<file path="src/rtl/multicycle_control_pkg.sv">
// ----------------------------------------------------------------------------
// mips_ctrl_pkg
// Shared definitions for the multicycle MIPS control unit:
//   - OPW / ALUOPW widths
//   - FSM state encoding (4-bit binary, codes 10..15 unreachable)
//   - opcode class enum produced by ctrl_opclass_decode
//   - opcode constants, ALUOp codes and datapath mux select codes
// ----------------------------------------------------------------------------
package mips_ctrl_pkg;

    localparam int OPW    = 6;
    localparam int ALUOPW = 4;

    typedef enum logic [3:0] {
        ST_FETCH   = 4'd0,
        ST_DECODE  = 4'd1,
        ST_EXEC    = 4'd2,
        ST_ALU_WB  = 4'd3,
        ST_ADDR    = 4'd4,
        ST_MEM_RD  = 4'd5,
        ST_LOAD_WB = 4'd6,
        ST_MEM_WR  = 4'd7,
        ST_BRANCH  = 4'd8,
        ST_JUMP    = 4'd9
    } state_t;

    typedef enum logic [3:0] {
        CL_ILLEGAL = 4'd0,
        CL_RTYPE   = 4'd1,
        CL_IMM     = 4'd2,
        CL_LOAD    = 4'd3,
        CL_STORE   = 4'd4,
        CL_BEQ     = 4'd5,
        CL_BNE     = 4'd6,
        CL_J       = 4'd7,
        CL_JAL     = 4'd8
    } opclass_t;

    // Opcodes (IR[31:26])
    localparam logic [OPW-1:0] OP_RTYPE = 6'd0;
    localparam logic [OPW-1:0] OP_J     = 6'd2;
    localparam logic [OPW-1:0] OP_JAL   = 6'd3;
    localparam logic [OPW-1:0] OP_BEQ   = 6'd4;
    localparam logic [OPW-1:0] OP_BNE   = 6'd5;
    localparam logic [OPW-1:0] OP_ADDI  = 6'd8;
    localparam logic [OPW-1:0] OP_SLTI  = 6'd10;
    localparam logic [OPW-1:0] OP_SLTIU = 6'd11;
    localparam logic [OPW-1:0] OP_ANDI  = 6'd12;
    localparam logic [OPW-1:0] OP_ORI   = 6'd13;
    localparam logic [OPW-1:0] OP_XORI  = 6'd14;
    localparam logic [OPW-1:0] OP_LUI   = 6'd15;
    localparam logic [OPW-1:0] OP_LW    = 6'd35;
    localparam logic [OPW-1:0] OP_SW    = 6'd43;

    // ALUOp codes
    localparam logic [ALUOPW-1:0] ALUOP_PCADD = 4'd0;
    localparam logic [ALUOPW-1:0] ALUOP_ADDI  = 4'd1;
    localparam logic [ALUOPW-1:0] ALUOP_ANDI  = 4'd2;
    localparam logic [ALUOPW-1:0] ALUOP_ORI   = 4'd3;
    localparam logic [ALUOPW-1:0] ALUOP_XORI  = 4'd4;
    localparam logic [ALUOPW-1:0] ALUOP_BEQ   = 4'd5;
    localparam logic [ALUOPW-1:0] ALUOP_BNE   = 4'd6;
    localparam logic [ALUOPW-1:0] ALUOP_SLTI  = 4'd7;
    localparam logic [ALUOPW-1:0] ALUOP_SLTIU = 4'd8;
    localparam logic [ALUOPW-1:0] ALUOP_LUI   = 4'd9;
    localparam logic [ALUOPW-1:0] ALUOP_LW    = 4'd10;
    localparam logic [ALUOPW-1:0] ALUOP_SW    = 4'd11;
    localparam logic [ALUOPW-1:0] ALUOP_J     = 4'd12;
    localparam logic [ALUOPW-1:0] ALUOP_JAL   = 4'd13;
    localparam logic [ALUOPW-1:0] ALUOP_R     = 4'd15;

    // Datapath mux selects
    localparam logic       IORD_PC      = 1'b0;
    localparam logic       IORD_ALUOUT  = 1'b1;
    localparam logic [1:0] REGDST_RT    = 2'd0;
    localparam logic [1:0] REGDST_RD    = 2'd1;
    localparam logic [1:0] REGDST_RA    = 2'd2;
    localparam logic [1:0] MTR_ALUOUT   = 2'd0;
    localparam logic [1:0] MTR_MDR      = 2'd1;
    localparam logic [1:0] MTR_PC       = 2'd2;
    localparam logic       SRCA_PC      = 1'b0;
    localparam logic       SRCA_A       = 1'b1;
    localparam logic [1:0] SRCB_B       = 2'd0;
    localparam logic [1:0] SRCB_FOUR    = 2'd1;
    localparam logic [1:0] SRCB_IMM     = 2'd2;
    localparam logic [1:0] SRCB_IMMSH2  = 2'd3;
    localparam logic [1:0] PCSRC_ALU    = 2'd0;
    localparam logic [1:0] PCSRC_ALUOUT = 2'd1;
    localparam logic [1:0] PCSRC_JUMP   = 2'd2;

endpackage

</file>
<file path="src/rtl/multicycle_control_if.sv">
// ----------------------------------------------------------------------------
// multicycle_control_if
// Control <-> datapath bundle for the multicycle MIPS control unit.
//   master : the control FSM (drives all enables/selects, reads opcode,
//            zero and mem_ready)
//   slave  : the datapath side (drives opcode, zero, mem_ready)
// Signals:
//   opcode[5:0], zero, mem_ready                        datapath -> control
//   pc_write, ir_write, i_or_d, mem_read, mem_write,
//   reg_dst[1:0], mem_to_reg[1:0], reg_write, alu_src_a,
//   alu_src_b[1:0], alu_op[3:0], pc_source[1:0],
//   illegal, state_o[3:0]                               control -> datapath
// ----------------------------------------------------------------------------
interface multicycle_control_if;
    import mips_ctrl_pkg::*;

    logic [OPW-1:0]    opcode;
    logic              zero;
    logic              mem_ready;

    logic              pc_write;
    logic              ir_write;
    logic              i_or_d;
    logic              mem_read;
    logic              mem_write;
    logic [1:0]        reg_dst;
    logic [1:0]        mem_to_reg;
    logic              reg_write;
    logic              alu_src_a;
    logic [1:0]        alu_src_b;
    logic [ALUOPW-1:0] alu_op;
    logic [1:0]        pc_source;
    logic              illegal;
    logic [3:0]        state_o;

    modport master (
        input  opcode, zero, mem_ready,
        output pc_write, ir_write, i_or_d, mem_read, mem_write,
               reg_dst, mem_to_reg, reg_write, alu_src_a, alu_src_b,
               alu_op, pc_source, illegal, state_o
    );

    modport slave (
        output opcode, zero, mem_ready,
        input  pc_write, ir_write, i_or_d, mem_read, mem_write,
               reg_dst, mem_to_reg, reg_write, alu_src_a, alu_src_b,
               alu_op, pc_source, illegal, state_o
    );

endinterface

</file>
<file path="src/rtl/multicycle_control_opclass_decode.sv">
// ----------------------------------------------------------------------------
// ctrl_opclass_decode
// Pure combinational opcode decoder: maps an opcode to its instruction class
// (which selects the FSM path) and to the ALUOp used in the execute states.
// Ports:
//   i_op     in  OPW     opcode to decode
//   o_class  out 4       opclass_t, CL_ILLEGAL for unknown opcodes
//   o_aluOp  out ALUOPW  ALUOp for this opcode (0 for illegal)
// ----------------------------------------------------------------------------
module ctrl_opclass_decode
    import mips_ctrl_pkg::*;
(
    input  logic [OPW-1:0]    i_op,
    output opclass_t          o_class,
    output logic [ALUOPW-1:0] o_aluOp
);

    always_comb begin
        o_class = CL_ILLEGAL;
        o_aluOp = ALUOP_PCADD;
        case (i_op)
            OP_RTYPE: begin o_class = CL_RTYPE; o_aluOp = ALUOP_R;     end
            OP_ADDI:  begin o_class = CL_IMM;   o_aluOp = ALUOP_ADDI;  end
            OP_ANDI:  begin o_class = CL_IMM;   o_aluOp = ALUOP_ANDI;  end
            OP_ORI:   begin o_class = CL_IMM;   o_aluOp = ALUOP_ORI;   end
            OP_XORI:  begin o_class = CL_IMM;   o_aluOp = ALUOP_XORI;  end
            OP_SLTI:  begin o_class = CL_IMM;   o_aluOp = ALUOP_SLTI;  end
            OP_SLTIU: begin o_class = CL_IMM;   o_aluOp = ALUOP_SLTIU; end
            OP_LUI:   begin o_class = CL_IMM;   o_aluOp = ALUOP_LUI;   end
            OP_LW:    begin o_class = CL_LOAD;  o_aluOp = ALUOP_LW;    end
            OP_SW:    begin o_class = CL_STORE; o_aluOp = ALUOP_SW;    end
            OP_BEQ:   begin o_class = CL_BEQ;   o_aluOp = ALUOP_BEQ;   end
            OP_BNE:   begin o_class = CL_BNE;   o_aluOp = ALUOP_BNE;   end
            OP_J:     begin o_class = CL_J;     o_aluOp = ALUOP_J;     end
            OP_JAL:   begin o_class = CL_JAL;   o_aluOp = ALUOP_JAL;   end
            default:  ;
        endcase
    end

endmodule

</file>
<file path="src/rtl/multicycle_control.sv">
// ----------------------------------------------------------------------------
// multicycle_control
// Moore FSM sequencing the multicycle MIPS datapath:
//   FETCH -> DECODE -> class-specific states -> FETCH.
// Outputs are functions of (state, latched opcode); only 'illegal' in DECODE
// and the branch pc_write (from zero) look at live inputs.
// Ports:
//   clk    in  rising-edge clock
//   rst_n  in  asynchronous active-low reset
//   bus    multicycle_control_if.master (opcode/zero/mem_ready in,
//          all datapath enables/selects, illegal and state_o out)
// Build option:
//   MULTICYCLE_CTRL_MEM_WAIT_EN  FETCH, MEM_RD and MEM_WR hold until
//   mem_ready=1; FETCH ir_write/pc_write are gated by mem_ready.
//   Undefined: mem_ready is ignored and memory states last one cycle.
// ----------------------------------------------------------------------------
module multicycle_control
    import mips_ctrl_pkg::*;
(
    input  logic                 clk,
    input  logic                 rst_n,
    multicycle_control_if.master bus
);

    state_t            r_state;
    state_t            w_nextState;
    logic [OPW-1:0]    r_opQ;
    logic              r_run;
    logic [OPW-1:0]    w_decOp;
    opclass_t          w_class;
    logic [ALUOPW-1:0] w_aluOp;
    logic              w_memDone;

`ifdef MULTICYCLE_CTRL_MEM_WAIT_EN
    assign w_memDone = bus.mem_ready;
`else
    logic w_unusedMemReady;
    assign w_unusedMemReady = bus.mem_ready;
    assign w_memDone        = 1'b1;
`endif

    // In DECODE the opcode is not yet latched, so the single decoder looks at
    // the live IR field there and at the latched copy everywhere else.
    assign w_decOp = (r_state == ST_DECODE) ? bus.opcode : r_opQ;

    ctrl_opclass_decode u_decode (
        .i_op    (w_decOp),
        .o_class (w_class),
        .o_aluOp (w_aluOp)
    );

    // r_run holds the FSM (and its outputs) quiet until the first edge after
    // reset is released, so FETCH strobes start cleanly on a clock edge.
    always_ff @(posedge clk or negedge rst_n) begin
        if (!rst_n) begin
            r_state <= ST_FETCH;
            r_opQ   <= '0;
            r_run   <= 1'b0;
        end else begin
            r_run <= 1'b1;
            if (r_run) begin
                r_state <= w_nextState;
                if (r_state == ST_DECODE) begin
                    r_opQ <= bus.opcode;
                end
            end
        end
    end

    always_comb begin
        w_nextState = ST_FETCH;
        case (r_state)
            ST_FETCH:   w_nextState = w_memDone ? ST_DECODE : ST_FETCH;
            ST_DECODE: begin
                case (w_class)
                    CL_RTYPE, CL_IMM:  w_nextState = ST_EXEC;
                    CL_LOAD, CL_STORE: w_nextState = ST_ADDR;
                    CL_BEQ, CL_BNE:    w_nextState = ST_BRANCH;
                    CL_J, CL_JAL:      w_nextState = ST_JUMP;
                    default:           w_nextState = ST_FETCH;
                endcase
            end
            ST_EXEC:    w_nextState = ST_ALU_WB;
            ST_ALU_WB:  w_nextState = ST_FETCH;
            ST_ADDR:    w_nextState = (w_class == CL_LOAD) ? ST_MEM_RD : ST_MEM_WR;
            ST_MEM_RD:  w_nextState = w_memDone ? ST_LOAD_WB : ST_MEM_RD;
            ST_LOAD_WB: w_nextState = ST_FETCH;
            ST_MEM_WR:  w_nextState = w_memDone ? ST_FETCH : ST_MEM_WR;
            ST_BRANCH:  w_nextState = ST_FETCH;
            ST_JUMP:    w_nextState = ST_FETCH;
            default:    w_nextState = ST_FETCH;
        endcase
    end

    // Everything defaults to zero; unreachable state codes and the quiet
    // reset period therefore drive an all-zero control word.
    always_comb begin
        bus.pc_write   = 1'b0;
        bus.ir_write   = 1'b0;
        bus.i_or_d     = IORD_PC;
        bus.mem_read   = 1'b0;
        bus.mem_write  = 1'b0;
        bus.reg_dst    = REGDST_RT;
        bus.mem_to_reg = MTR_ALUOUT;
        bus.reg_write  = 1'b0;
        bus.alu_src_a  = SRCA_PC;
        bus.alu_src_b  = SRCB_B;
        bus.alu_op     = ALUOP_PCADD;
        bus.pc_source  = PCSRC_ALU;
        bus.illegal    = 1'b0;
        bus.state_o    = '0;
        if (r_run) begin
            bus.state_o = r_state;
            case (r_state)
                ST_FETCH: begin
                    bus.mem_read  = 1'b1;
                    bus.ir_write  = w_memDone;
                    bus.pc_write  = w_memDone;
                    bus.alu_src_a = SRCA_PC;
                    bus.alu_src_b = SRCB_FOUR;
                    bus.alu_op    = ALUOP_PCADD;
                    bus.pc_source = PCSRC_ALU;
                end
                ST_DECODE: begin
                    bus.alu_src_a = SRCA_PC;
                    bus.alu_src_b = SRCB_IMMSH2;
                    bus.alu_op    = ALUOP_PCADD;
                    bus.illegal   = (w_class == CL_ILLEGAL);
                end
                ST_EXEC: begin
                    bus.alu_src_a = SRCA_A;
                    bus.alu_src_b = (w_class == CL_RTYPE) ? SRCB_B : SRCB_IMM;
                    bus.alu_op    = w_aluOp;
                end
                ST_ALU_WB: begin
                    bus.reg_write  = 1'b1;
                    bus.reg_dst    = (w_class == CL_RTYPE) ? REGDST_RD : REGDST_RT;
                    bus.mem_to_reg = MTR_ALUOUT;
                end
                ST_ADDR: begin
                    bus.alu_src_a = SRCA_A;
                    bus.alu_src_b = SRCB_IMM;
                    bus.alu_op    = w_aluOp;
                end
                ST_MEM_RD: begin
                    bus.mem_read = 1'b1;
                    bus.i_or_d   = IORD_ALUOUT;
                end
                ST_LOAD_WB: begin
                    bus.reg_write  = 1'b1;
                    bus.reg_dst    = REGDST_RT;
                    bus.mem_to_reg = MTR_MDR;
                end
                ST_MEM_WR: begin
                    bus.mem_write = 1'b1;
                    bus.i_or_d    = IORD_ALUOUT;
                end
                ST_BRANCH: begin
                    bus.alu_src_a = SRCA_A;
                    bus.alu_src_b = SRCB_B;
                    bus.alu_op    = w_aluOp;
                    bus.pc_source = PCSRC_ALUOUT;
                    bus.pc_write  = (w_class == CL_BEQ) ? bus.zero : ~bus.zero;
                end
                ST_JUMP: begin
                    bus.pc_source = PCSRC_JUMP;
                    bus.pc_write  = 1'b1;
                    bus.alu_op    = w_aluOp;
                    // The PC was already advanced in FETCH, so it is the link value.
                    if (w_class == CL_JAL) begin
                        bus.reg_write  = 1'b1;
                        bus.reg_dst    = REGDST_RA;
                        bus.mem_to_reg = MTR_PC;
                    end
                end
                default: begin
                    bus.state_o = '0;
                end
            endcase
        end
    end

endmodule

</file>
<file path="src/flat_wrapper.sv">
// flat-port wrapper written by rule: the top's interface ports become plain ports
module multicycle_control_flat import mips_ctrl_pkg::*;
  (clk, rst_n, bus_opcode, bus_zero, bus_mem_ready, bus_pc_write, bus_ir_write, bus_i_or_d, bus_mem_read, bus_mem_write, bus_reg_dst, bus_mem_to_reg, bus_reg_write, bus_alu_src_a, bus_alu_src_b, bus_alu_op, bus_pc_source, bus_illegal, bus_state_o);
  multicycle_control_if bus_i ();
  input  logic clk;
  input  logic rst_n;
  input wire logic [$bits(bus_i.opcode)-1:0] bus_opcode;
  input wire logic [$bits(bus_i.zero)-1:0] bus_zero;
  input wire logic [$bits(bus_i.mem_ready)-1:0] bus_mem_ready;
  output wire logic [$bits(bus_i.pc_write)-1:0] bus_pc_write;
  output wire logic [$bits(bus_i.ir_write)-1:0] bus_ir_write;
  output wire logic [$bits(bus_i.i_or_d)-1:0] bus_i_or_d;
  output wire logic [$bits(bus_i.mem_read)-1:0] bus_mem_read;
  output wire logic [$bits(bus_i.mem_write)-1:0] bus_mem_write;
  output wire logic [$bits(bus_i.reg_dst)-1:0] bus_reg_dst;
  output wire logic [$bits(bus_i.mem_to_reg)-1:0] bus_mem_to_reg;
  output wire logic [$bits(bus_i.reg_write)-1:0] bus_reg_write;
  output wire logic [$bits(bus_i.alu_src_a)-1:0] bus_alu_src_a;
  output wire logic [$bits(bus_i.alu_src_b)-1:0] bus_alu_src_b;
  output wire logic [$bits(bus_i.alu_op)-1:0] bus_alu_op;
  output wire logic [$bits(bus_i.pc_source)-1:0] bus_pc_source;
  output wire logic [$bits(bus_i.illegal)-1:0] bus_illegal;
  output wire logic [$bits(bus_i.state_o)-1:0] bus_state_o;
  assign bus_i.opcode = bus_opcode;
  assign bus_i.zero = bus_zero;
  assign bus_i.mem_ready = bus_mem_ready;
  assign bus_pc_write = bus_i.pc_write;
  assign bus_ir_write = bus_i.ir_write;
  assign bus_i_or_d = bus_i.i_or_d;
  assign bus_mem_read = bus_i.mem_read;
  assign bus_mem_write = bus_i.mem_write;
  assign bus_reg_dst = bus_i.reg_dst;
  assign bus_mem_to_reg = bus_i.mem_to_reg;
  assign bus_reg_write = bus_i.reg_write;
  assign bus_alu_src_a = bus_i.alu_src_a;
  assign bus_alu_src_b = bus_i.alu_src_b;
  assign bus_alu_op = bus_i.alu_op;
  assign bus_pc_source = bus_i.pc_source;
  assign bus_illegal = bus_i.illegal;
  assign bus_state_o = bus_i.state_o;
  multicycle_control u_core (.clk(clk), .rst_n(rst_n), .bus(bus_i));
endmodule
</file>
<file path="config.mk">
export PLATFORM = sky130hd
export DESIGN_NAME = multicycle_control_flat
export DESIGN_NICKNAME = d
export VERILOG_FILES = /design/src/rtl/multicycle_control_pkg.sv /design/src/rtl/multicycle_control_if.sv /design/src/rtl/multicycle_control_opclass_decode.sv /design/src/rtl/multicycle_control.sv /design/src/flat_wrapper.sv
export SDC_FILE = /design/constraint.sdc
export NUM_CORES = 1
export LEC_CHECK = 0
export CORE_MARGIN = 2
export CORE_UTILIZATION = 44
export DETAILED_ROUTE_END_ITERATION = 8
export PLACE_DENSITY = 0.76
export SKIP_LAST_GASP = 1
export SLEW_MARGIN = 20
export SYNTH_ARGS = -nofsm -noshare
export SYNTH_HDL_FRONTEND = slang
export SYNTH_SLANG_ARGS = --single-unit
</file>
<file path="constraint.sdc">
create_clock -name clk -period 3.91 [get_ports clk]
set_clock_uncertainty 0.2 [all_clocks]
set_input_delay 0.782 -clock clk [delete_from_list [all_inputs] [get_ports clk]]
set_output_delay 0.782 -clock clk [all_outputs]
set_load 0.01 [all_outputs]
</file>
Word-level counts from Yosys, hierarchy flattened:

Memory sizes are Yosys's and may differ from the RTL's.
Index checks and enable logic that the tools add are counted.

* equal/unequal tests: 26
* muxes and demuxes: 38
* bitwise operators: 1
* reductions and logical operators: 11

Operators by type and width (count)
* 4-bit case mux with 14 select lines: 1
* 6-bit by 4-bit equality test with 1-bit output (second input constant): 7
* 4-bit case mux with 8 select lines: 1
* 4-bit by 3-bit equality test with 1-bit output (second input constant): 5
* 4-bit case mux with 5 select lines: 1
* 1-bit two-way mux: 17
* 4-bit two-way mux: 4
* 2-bit two-way mux: 7
* 4-bit by 2-bit equality test with 1-bit output (second input constant): 3
* 4-bit equality test (second input constant): 3
* 6-bit by 2-bit equality test with 1-bit output (second input constant): 2
* 6-bit by 3-bit equality test with 1-bit output (second input constant): 2
* 6-bit equality test (second input constant): 2
* 2-bit case mux with 2 select lines: 3
* 10-bit OR reduction: 1
* 4-bit by 1-bit equality test with 1-bit output (second input constant): 2
* 4-bit logical NOT: 2
* 2-bit case mux with 4 select lines: 1
* 2-bit OR reduction: 4
* 7-bit OR reduction: 1
* 6-bit logical NOT: 1
* 6-bit two-way mux: 1
* 1-bit case mux with 2 select lines: 2
* 4-bit OR reduction: 1
* 2 further kinds: 2

* register bits after elaboration: 11
* bits in read-only memories: 64
* bits of input ports: 10
* output and inout port bits: 24
* logic and storage cells: 80
* memories kept: 1

Memory list
* (no name shown): depth 16, width 4, rd ports 1, clocked after Yosys merged registers in 0, wr ports 0, RTL line multicycle_control.sv:75 `case (w_class)`

Depth between registers and ports, before layout:

Gate-level depths: netlist of run 1.

* depth after elaboration: 9
* depth in mapped cells: 11

Cells and area by module:

Synthesis of run 1 repeated with hierarchy kept, for this count alone.

* cell total of the unflattened synthesis: 166
* area total of the unflattened synthesis: 1336.3 µm²

By module, submodules not included
* multicycle_control: times used 1, cells each 118, area an instance 1026.0 µm², sequential area each 275.3 µm²
* ctrl_opclass_decode: times used 1, cells each 48, area an instance 310.3 µm², sequential area each 0.0 µm²

Worst setup path before layout of run 1:

Ideal clock, no wire load.

* path type: register -> output
* start: register u_core.r_state[1]
* end: output bus_pc_write
* data arrival time: 2.923 ns
* required time: 2.928 ns
* slack: 0.005 ns
* cell stages (with the launch flop): 10
* buffers on the path: 2
* path through: dfrtp_1 -> buf_2 -> nor4b_4 -> buf_2 -> mux2i_1 -> mux2i_1 -> o32a_1 -> ha_1 -> and3b_1 -> o31ai_1

* longest elaborated chain between the ends: 9
* elaborated cells between the ends (all ways): 26
* classes of those cells: eq/ne: 17; mux: 5; reduce/logical: 4

RTL lines
* from (decl): RTL line multicycle_control.sv:25 `state_t r_state;`
* from (signal assigned): RTL line multicycle_control.sv:62 `r_state <= w_nextState;`
* 4-bit by 1-bit equality test with 1-bit output: RTL line multicycle_control.sv:44 `assign w_decOp = (r_state == ST_DECODE) ? bus.opcode : r_opQ;`
* 6-bit two-way mux
* 6-bit by 4-bit equality test with 1-bit output: RTL line multicycle_control_opclass_decode.sv:21 `case (i_op)`
* 7-bit OR reduction (no source line)
* 4-bit case mux with 8 select lines: RTL line multicycle_control_opclass_decode.sv:21
* 4-bit by 3-bit equality test with 1-bit output: RTL line multicycle_control.sv:163 `bus.pc_write = (w_class == CL_BEQ) ? bus.zero : ~bus.zero;`
* 1-bit two-way mux: RTL line multicycle_control.sv:163
* 1-bit case mux with 2 select lines (*): RTL line multicycle_control.sv:114 `case (r_state)`
* 1-bit two-way mux (*): RTL line multicycle_control.sv:112 `if (r_run) begin`
* to (decl): RTL line flat_wrapper.sv:10 `output wire logic [$bits(bus_i.pc_write)-1:0] bus_pc_write;`

Mark *: on every way between the ends. The rest lies on a longest branch, timed or not.

Worst setup path after layout of run 1:

* start: register u_core.r_state[1]
* end: output bus_reg_write

* longest elaborated chain between the ends: 9
* elaborated cells between the ends (all ways): 26
* classes of those cells: eq/ne: 18; mux: 5; reduce/logical: 3

RTL lines
* 4-bit by 1-bit equality test with 1-bit output: RTL line multicycle_control.sv:44
* 6-bit two-way mux
* 6-bit by 4-bit equality test with 1-bit output: RTL line multicycle_control_opclass_decode.sv:21
* 7-bit OR reduction (no source line)
* 4-bit case mux with 8 select lines: RTL line multicycle_control_opclass_decode.sv:21
* 4-bit equality test: RTL line multicycle_control.sv:170 `if (w_class == CL_JAL) begin`
* 1-bit two-way mux: RTL line multicycle_control.sv:170
* 1-bit case mux with 2 select lines (*): RTL line multicycle_control.sv:114
* 1-bit two-way mux (*): RTL line multicycle_control.sv:112
* to (decl): RTL line flat_wrapper.sv:17 `output wire logic [$bits(bus_i.reg_write)-1:0] bus_reg_write;`

Marks and branches as above.

==> impl_metrics.env, run 1 <==
export IMPL_wl_per_cell_microns=17.7
export IMPL_avgViaCountPerCell=5.94
export IMPL_dieArea_sq_um=3460
export IMPL_cts_buffers_inserted=3
export IMPL_finalCriticalPeriod_ns=4.07
export IMPL_whs_ns=0.387
export IMPL_grt_use_total=0.277
export IMPL_r2r_cells=21
export IMPL_core_sq_um=2810
export IMPL_place_congestion=0.800
export IMPL_worst_setup_path_end_kind="output port"
export IMPL_die_h_microns=58.8
export IMPL_synth_ff_type="dfrtp_1"
export IMPL_violations="setup timing"
export IMPL_synthArstFlopShare=1.00
export IMPL_leakagePower_nw=1.01
export IMPL_worst_endpoint_required_ns=2.93
export IMPL_cts_buffer_depth=2
export IMPL_antenna_found_initial=0
export IMPL_drv_slew=0
export IMPL_synth_seq_area_share=0.208
export IMPL_status="finished, violations left"
export IMPL_cts_tree="done"
export IMPL_ctsHtreeMaxLevel=1
export IMPL_hold_violations=0
export IMPL_portBuffers=32
export IMPL_drtIter0Drc=124
export IMPL_setup_slack_ns=-0.157
export IMPL_multiInputGateArea_sq_um=1100
export IMPL_num_antenna_cells=0
export IMPL_grt_pass1_vias=1521
export IMPL_yosysWarnings=0
export IMPL_drive_gt1_frac=0.418
export IMPL_seq_area_sq_um=275
export IMPL_synth_area_sq_um=1320
export IMPL_final_cell_mix="49 x buf_4, 19 x clkdlybuf4s50_1, 11 x dfrtp_1"
export IMPL_setup_viol=8
export IMPL_rsz0062_at_grt="yes"
export IMPL_dp_hpwl_mm=3.11
export IMPL_p_sw_frac=0.436
export IMPL_placed_area_sq_um=1910
export IMPL_cap_violations=0
export IMPL_grt_pass1_wl_mm=7.25
export IMPL_syn_num_nets=178
export IMPL_dr_pass1_iters=4
export IMPL_area_growth_pct=67.8
export IMPL_finalNetCount=259
export IMPL_internal_power_mw=1.13
export IMPL_clock_sinks=11
export IMPL_hold_path_class="reg2reg"
export IMPL_clk_latency_ns=0.28
export IMPL_drc=0
export IMPL_ys_types=51
export IMPL_max_freq_mhz=246
export IMPL_synthesis_instances=164
export IMPL_comb_power_share=0.844
export IMPL_final_core_util=0.791
export IMPL_cp_start_kind="register"
export IMPL_fillers=178
export IMPL_sequentialPowerShare=0.117
export IMPL_cp_max_fo=4
export IMPL_pwr_share_clk=0.039
export IMPL_num_vias=1633
export IMPL_power_density_nw_per_um2=903
export IMPL_synth_seq_cells=11
export IMPL_row_count=19
export IMPL_overflow=0
export IMPL_ant_nets=0
export IMPL_drt_total_wl_mm=4.88
export IMPL_final_common_cell="buf_4"
export IMPL_power_switching_mw=0.873
export IMPL_arrival_ns=3.08
export IMPL_post_route_period_util=1.04
export IMPL_holdBufCountCts=0
export IMPL_clk_pin_slew_ns=0.06
export IMPL_pin_count=34
export IMPL_syn_avg_cell_area_sq_um=8.06
export IMPL_start_util=0.471
export IMPL_root_buffer="clkbuf_4"
export IMPL_hold_path_depth=1
export IMPL_synth_edf_count=0
export IMPL_dieWidth_microns=58.8
export IMPL_stdcell_area_sq_um=2220
export IMPL_grt_max_degree=20
export IMPL_ir_worst_vdd_mv=0.582
export IMPL_path_class="reg2out"
==> sequential cells by signal (all words and copies together) (netlist names) <==
name / flops
u_core.r_run: 1
u_core.r_opQ: 6
u_core.r_state: 4
==> path summary, 6_finish.rpt <==
path | startpoint | to | slack (ns)
min reg2reg | u_core.r_opQ[4] | u_core.r_opQ[4] | 0.39
max | u_core.r_state[1] | bus_reg_write | -0.16
min | u_core.r_opQ[4] | u_core.r_opQ[4] | 0.39
min in group asynchronous | rst_n | u_core.r_opQ[3] | 0.63
max in group asynchronous | rst_n | u_core.r_run | 2.57
max reg2reg | u_core.r_state[1] | u_core.r_state[2] | 0.05
==> stage by stage <==
stage                     total power, mW  setup WS [ns]  std cells  setup TNS (ns)
after CTS                            1.81         -0.181        276          -0.861
after global routing                 2.13         -0.291        275           -1.92
after global placement               1.34         -0.474        252           -2.55
final                                2.00         -0.157        275          -0.868
after detailed placement             1.38         -0.536        252           -3.05
after floorplan                     0.886        0.00471        164               0
==> Yosys cell counts (2+ instances only) <==
master,count,area share
buf_2,4,0.015
xnor2_1,3,0.020
and2_1,3,0.014
a21oi_1,11,0.042
mux2i_1,7,0.053
a21oi_2,2,0.013
nor3_1,7,0.026
o31ai_1,3,0.017
and3_1,4,0.019
nand3_1,3,0.011
nor2b_1,3,0.014
xor2_1,4,0.026
nor3b_1,2,0.011
nor2_1,10,0.028
nor4_1,3,0.014
mux2_4,2,0.023
a211oi_1,3,0.017
or3_1,3,0.014
clkbuf_1,8,0.023
ha_1,4,0.038
mux2_2,7,0.060
dfrtp_1,11,0.21
nand2_1,9,0.026
o211ai_1,2,0.011
o21ai_0,11,0.042
nand3b_1,4,0.023
a21o_1,3,0.017
inv_1,5,0.014
==> layout make-up <==
cell class	count	share of cell area
sequential	11	0.124
clock buffer	4	0.0118
inverter	5	0.00846
tap	31	0.0175
multi-input combinational	135	0.495
timing repair buffer	89	0.343
==> power groups by stage <==
| stage | sequential [mW] | clock [mW] | combinational, mW |
|---|---|---|---|
| finish | 0.235 | 0.0781 | 1.69 |
| CTS | 0.225 | 0.0823 | 1.50 |
| global placement | 0.217 | 0 | 1.12 |
| floorplan | 0.188 | 0 | 0.698 |
| detailed placement | 0.222 | 0 | 1.16 |
| global route | 0.244 | 0.0865 | 1.80 |
==> cells by family after synthesis <==
| logic type | count (synthesis) | synth area share |
|---|---|---|
| AO/OA/AOI/OAI | 47 | 0.239 |
| XOR/XNOR | 7 | 0.0464 |
| adder cells (fa/ha/maj) | 4 | 0.0378 |
| buffers and inverters | 18 | 0.0549 |
| flip-flops | 11 | 0.208 |
| multiplexers | 17 | 0.146 |
| other | 1 | 0.00284 |
| AND/OR/NAND/NOR | 59 | 0.265 |
==> critical path, stage by stage (launching register included) <==
cell and delay (ns):
dfrtp_1 0.41, buf_6 0.13, nor4b_4 0.31, buf_6 0.18, buf_6 0.11, mux2i_4 0.24, nor2b_4 0.20, a21oi_2 0.04
mux2i_1 0.23, o32a_1 0.23, ha_2 0.19, and3_4 0.19, and2_4 0.14, a21o_1 0.07, buf_2 0.12
==> metal layers <==
layer / part of all wire / routed length, microns / up-vias / track usage
met2: 0.49 / 2410 / 58 / 0.435
met3: 0.054 / 265 / 13 / 0.0440
met4: 0.027 / 132 / 0 / 0.114
met1: 0.42 / 2070 / 791 / 0.379
li1: - / - / 771 / -
met5: 0 / 0 / - / 0
==> what timing repair did <==
item | 4_1_cts | 5_1_grt
resized for setup | 44 | 32
buffers inserted | 20 | 2
pin swaps | 5 | 9
setup endpoints to repair | 11 | 13
Power figures use the tool's default switching activity.
==> run 2, diff against run 1 <==
--- a/config.mk
+++ b/config.mk
@@ -7,10 +7,10 @@
 export LEC_CHECK = 0
 export CORE_MARGIN = 2
 export CORE_UTILIZATION = 44
+export CTS_CLUSTER_DIAMETER = 150
 export DETAILED_ROUTE_END_ITERATION = 8
 export PLACE_DENSITY = 0.76
 export SKIP_LAST_GASP = 1
-export SLEW_MARGIN = 20
 export SYNTH_ARGS = -nofsm -noshare
 export SYNTH_HDL_FRONTEND = slang
 export SYNTH_SLANG_ARGS = --single-unit
==> results of run 2 <==
The final DEF is identical to that of run 1; final timing and power are the same.
==> run 3, diff against run 2 <==
--- a/config.mk
+++ b/config.mk
@@ -10,7 +10,9 @@
 export CTS_CLUSTER_DIAMETER = 150
 export DETAILED_ROUTE_END_ITERATION = 8
 export PLACE_DENSITY = 0.76
+export RECOVER_POWER = 100
 export SKIP_LAST_GASP = 1
 export SYNTH_ARGS = -nofsm -noshare
 export SYNTH_HDL_FRONTEND = slang
+export SYNTH_HIERARCHICAL = 1
 export SYNTH_SLANG_ARGS = --single-unit
==> run 3 against run 2 <==
Effect of this change: the flow still finishes with violations (setup timing); die area grew 0.97%; via count shrank 6.7%; fmax shrank 0.46%; clock power shrank 3.3%; combinational power shrank 9%; utilization shrank 7.2 points; largest cell class unchanged.
==> impl_metrics.env, run 3 <==
export IMPL_synth_seq_area_share=0.206
export IMPL_largest_register="u_core/r_opQ"
export IMPL_final_cells=264
export IMPL_slew_limit_headroom=0.494
export IMPL_setup_viol=7
export IMPL_worst_endpoint_required_ns=2.93
export IMPL_avgViaCountPerCell=5.77
export IMPL_overflow=0
export IMPL_synth_most_common_cell="nand2_1"
export IMPL_max_freq_mhz=245
export IMPL_rsz0062_at_grt="yes"
export IMPL_total_power_mw=1.81
export IMPL_drtIter0Drc=76
export IMPL_clock_sinks=11
export IMPL_arrival_ns=3.10
export IMPL_grt_pass1_wl_mm=6.31
export IMPL_portBuffers=32
export IMPL_ctsHtreeMaxLevel=1
export IMPL_yosysWarnings=6
export IMPL_antenna_found_initial=0
export IMPL_leakagePower_nw=0.914
export IMPL_synthesis_instances=166
export IMPL_ys_top_cells_by_area="dfrtp_1 21%, mux2_2 10%, ha_1 3.7%, nand2_1 3.7%, nor2_1 3.4%"
export IMPL_place_congestion=0.864
export IMPL_area_growth_pct=52.2
export IMPL_whs_ns=0.315
export IMPL_reg_top3="u_core/r_opQ: 6 flops, u_core/r_state: 4 flops, u_core/r_run: 1 flops"
export IMPL_dr_pass1_iters=5
export IMPL_cts_tree="done"
export IMPL_grt_pass1_vias=1444
export IMPL_drt_total_wl_mm=4.11
export IMPL_num_antenna_cells=0
export IMPL_clk_latency_ns=0.26
export IMPL_final_cell_mix="39 x buf_4, 12 x nand2_1, 11 x clkdlybuf4s50_1, 11 x dlygate4sd3_1, 11 x dfrtp_1"
export IMPL_finalNetCount=248
export IMPL_grt_use_total=0.232
export IMPL_dieWidth_microns=59.1
export IMPL_largest_reg_flops=6
export IMPL_ir_worst_vdd_mv=0.603
export IMPL_root_buffer="clkbuf_4"
export IMPL_drive_gt1_frac=0.373
export IMPL_dieArea_sq_um=3490
export IMPL_ant_nets=0
export IMPL_setup_slack_ns=-0.175
export IMPL_ys_types=54
export IMPL_crit_reg2reg_launch="u_core/r_state[3]"
export IMPL_dp_hpwl_mm=2.75
export IMPL_finalCriticalPeriod_ns=4.09
export IMPL_dp_slack_ns=-0.582
export IMPL_core_sq_um=2830
export IMPL_synth_top_area_share=0.206
export IMPL_drc=0
export IMPL_final_common_cell="buf_4"
export IMPL_clk_pin_slew_ns=0.07
export IMPL_wl_per_cell_microns=15.6
export IMPL_max_stage_delay_ns=0.41
export IMPL_status="finished, violations left"
export IMPL_row_count=19
export IMPL_tightest_slew_ns=0.759
export IMPL_cp_max_fo=6
export IMPL_drv_slew=0
export IMPL_cap_violations=0
export IMPL_syn_num_nets=180
export IMPL_syn_avg_cell_area_sq_um=8.05
export IMPL_synth_seq_cells=11
export IMPL_synth_ff_type="dfrtp_1"
export IMPL_crit_start="u_core/r_state[3]"
export IMPL_path_class="reg2out"
export IMPL_synth_area_sq_um=1340
export IMPL_crit_chain="nor4b_4, buf_6, mux2_4, buf_6, nand4b_1, a21boi_2, nor3_1, buf_4, ha_4, buf_4, a21oi_2, o311a_1, buf_2"
export IMPL_violations="setup timing"
export IMPL_yosys_top_cells_count="13 x nand2_1, 12 x mux2_2, 12 x nor2_1"
export IMPL_cts_buffer_depth=2
export IMPL_min_from="u_core/r_opQ[1]"
export IMPL_num_vias=1524
export IMPL_worst_setup_path_end_kind="output port"
export IMPL_synth_top_area_cell="dfrtp_1"
export IMPL_hold_violations=0
export IMPL_pin_count=34
export IMPL_cpMaxStageDelayCell="dfrtp_1"
export IMPL_hold_path_class="reg2reg"
export IMPL_synth_edf_count=0
export IMPL_cts_buffers_inserted=3
export IMPL_start_util=0.472
export IMPL_synthArstFlopShare=1.00
export IMPL_dpl_cell_count=250
export IMPL_grt_max_degree=20
export IMPL_die_h_microns=59.1
export IMPL_cp_start_kind="register"
export IMPL_post_route_period_util=1.04
export IMPL_power_density_nw_per_um2=889
-- run 3: cell types whose count changed in the layout (fill, tap and decap cells not counted), moves of 4 or more --
cell / delta
a21oi_1: -4
o21ai_0: -4
dlygate4sd3_1: +11
buf_6: -5
buf_4: -10
clkdlybuf4s50_1: -8
nand2_1: +4
-- run 3: per-layer routing --
| metal | GRT usage | wire length [microns] | vias to the layer above | part of all wire |
|---|---|---|---|---|
| met1 | 0.264 | 1640 | 733 | 0.40 |
| li1 | - | - | 732 | - |
| met2 | 0.441 | 2250 | 51 | 0.55 |
| met4 | 0.0552 | 60 | 0 | 0.015 |
| met3 | 0.0415 | 164 | 8 | 0.040 |
| met5 | 0 | 0 | - | 0 |
-- run 3: worst paths after layout --
| check | to | slack, ns | cells past startpoint |
|---|---|---|---|
| worst max-delay path | bus_alu_src_b[1] | -0.18 | 13 |
| worst min-delay path | u_core/r_opQ[1] | 0.32 | 1 |
| worst max register to register | u_core/r_state[1] | 0.36 | 13 |
| worst min register to register | u_core/r_opQ[1] | 0.32 | 1 |
| max in group asynchronous | u_core/r_state[0] | 2.48 | 1 |
| min in group asynchronous | u_core/r_opQ[5] | 0.71 | 1 |
-- run 3: metrics by stage --
stage	TNS [ns]	area, sq um	util
floorplan	0	1340	-
global placement	-2.84	1880	0.664
detailed placement	-3.23	1880	0.664
CTS	-0.379	1970	0.698
global route	-1.73	2030	0.719
finish	-0.734	2030	0.719
-- run 3: what timing repair did --
| action | CTS | global route |
|---|---|---|
| pin swaps | 8 | 9 |
| resized for setup | 50 | 9 |
| setup buffers | 5 | 5 |
| hold buffers | 0 | 0 |
| setup endpoints to repair | 10 | 10 |
-- run 3: report_power, final --
part | switching, mW | leakage (nW) | internal [mW]
logic | 0.731 | 0.765 | 0.804
clock network | 0.0360 | 0.0150 | 0.0394
registers | 0.0350 | 0.134 | 0.162
-- run 3: worst max-delay path, delay by kind of cell, from the launching register on --
family                   cells  cell delay [ns]
flip-flops                   1             0.41
AND/OR/NAND/NOR              3             0.72
multiplexers                 1             0.32
adder cells (fa/ha/maj)      1             0.13
AO/OA/AOI/OAI                3             0.52
buffers and inverters        5             0.71
-- run 3: logic make-up after synthesis --
group	after synthesis	synth area share
simple gates	72	0.338
compound gates	37	0.188
buf+inv	23	0.0852
mux	14	0.116
flops	11	0.206
fa+ha+maj	4	0.0375
xor+xnor	4	0.0262
other cells	1	0.00281
-- run 3: layout make-up --
class | count | area [sq um]
repair buffers | 77 | 627
clock buffers | 4 | 26.3
fillers | 227 | 795
inverters | 9 | 33.8
multi-input cells | 132 | 1030
flip-flops and latches | 11 | 275
well taps | 31 | 38.8
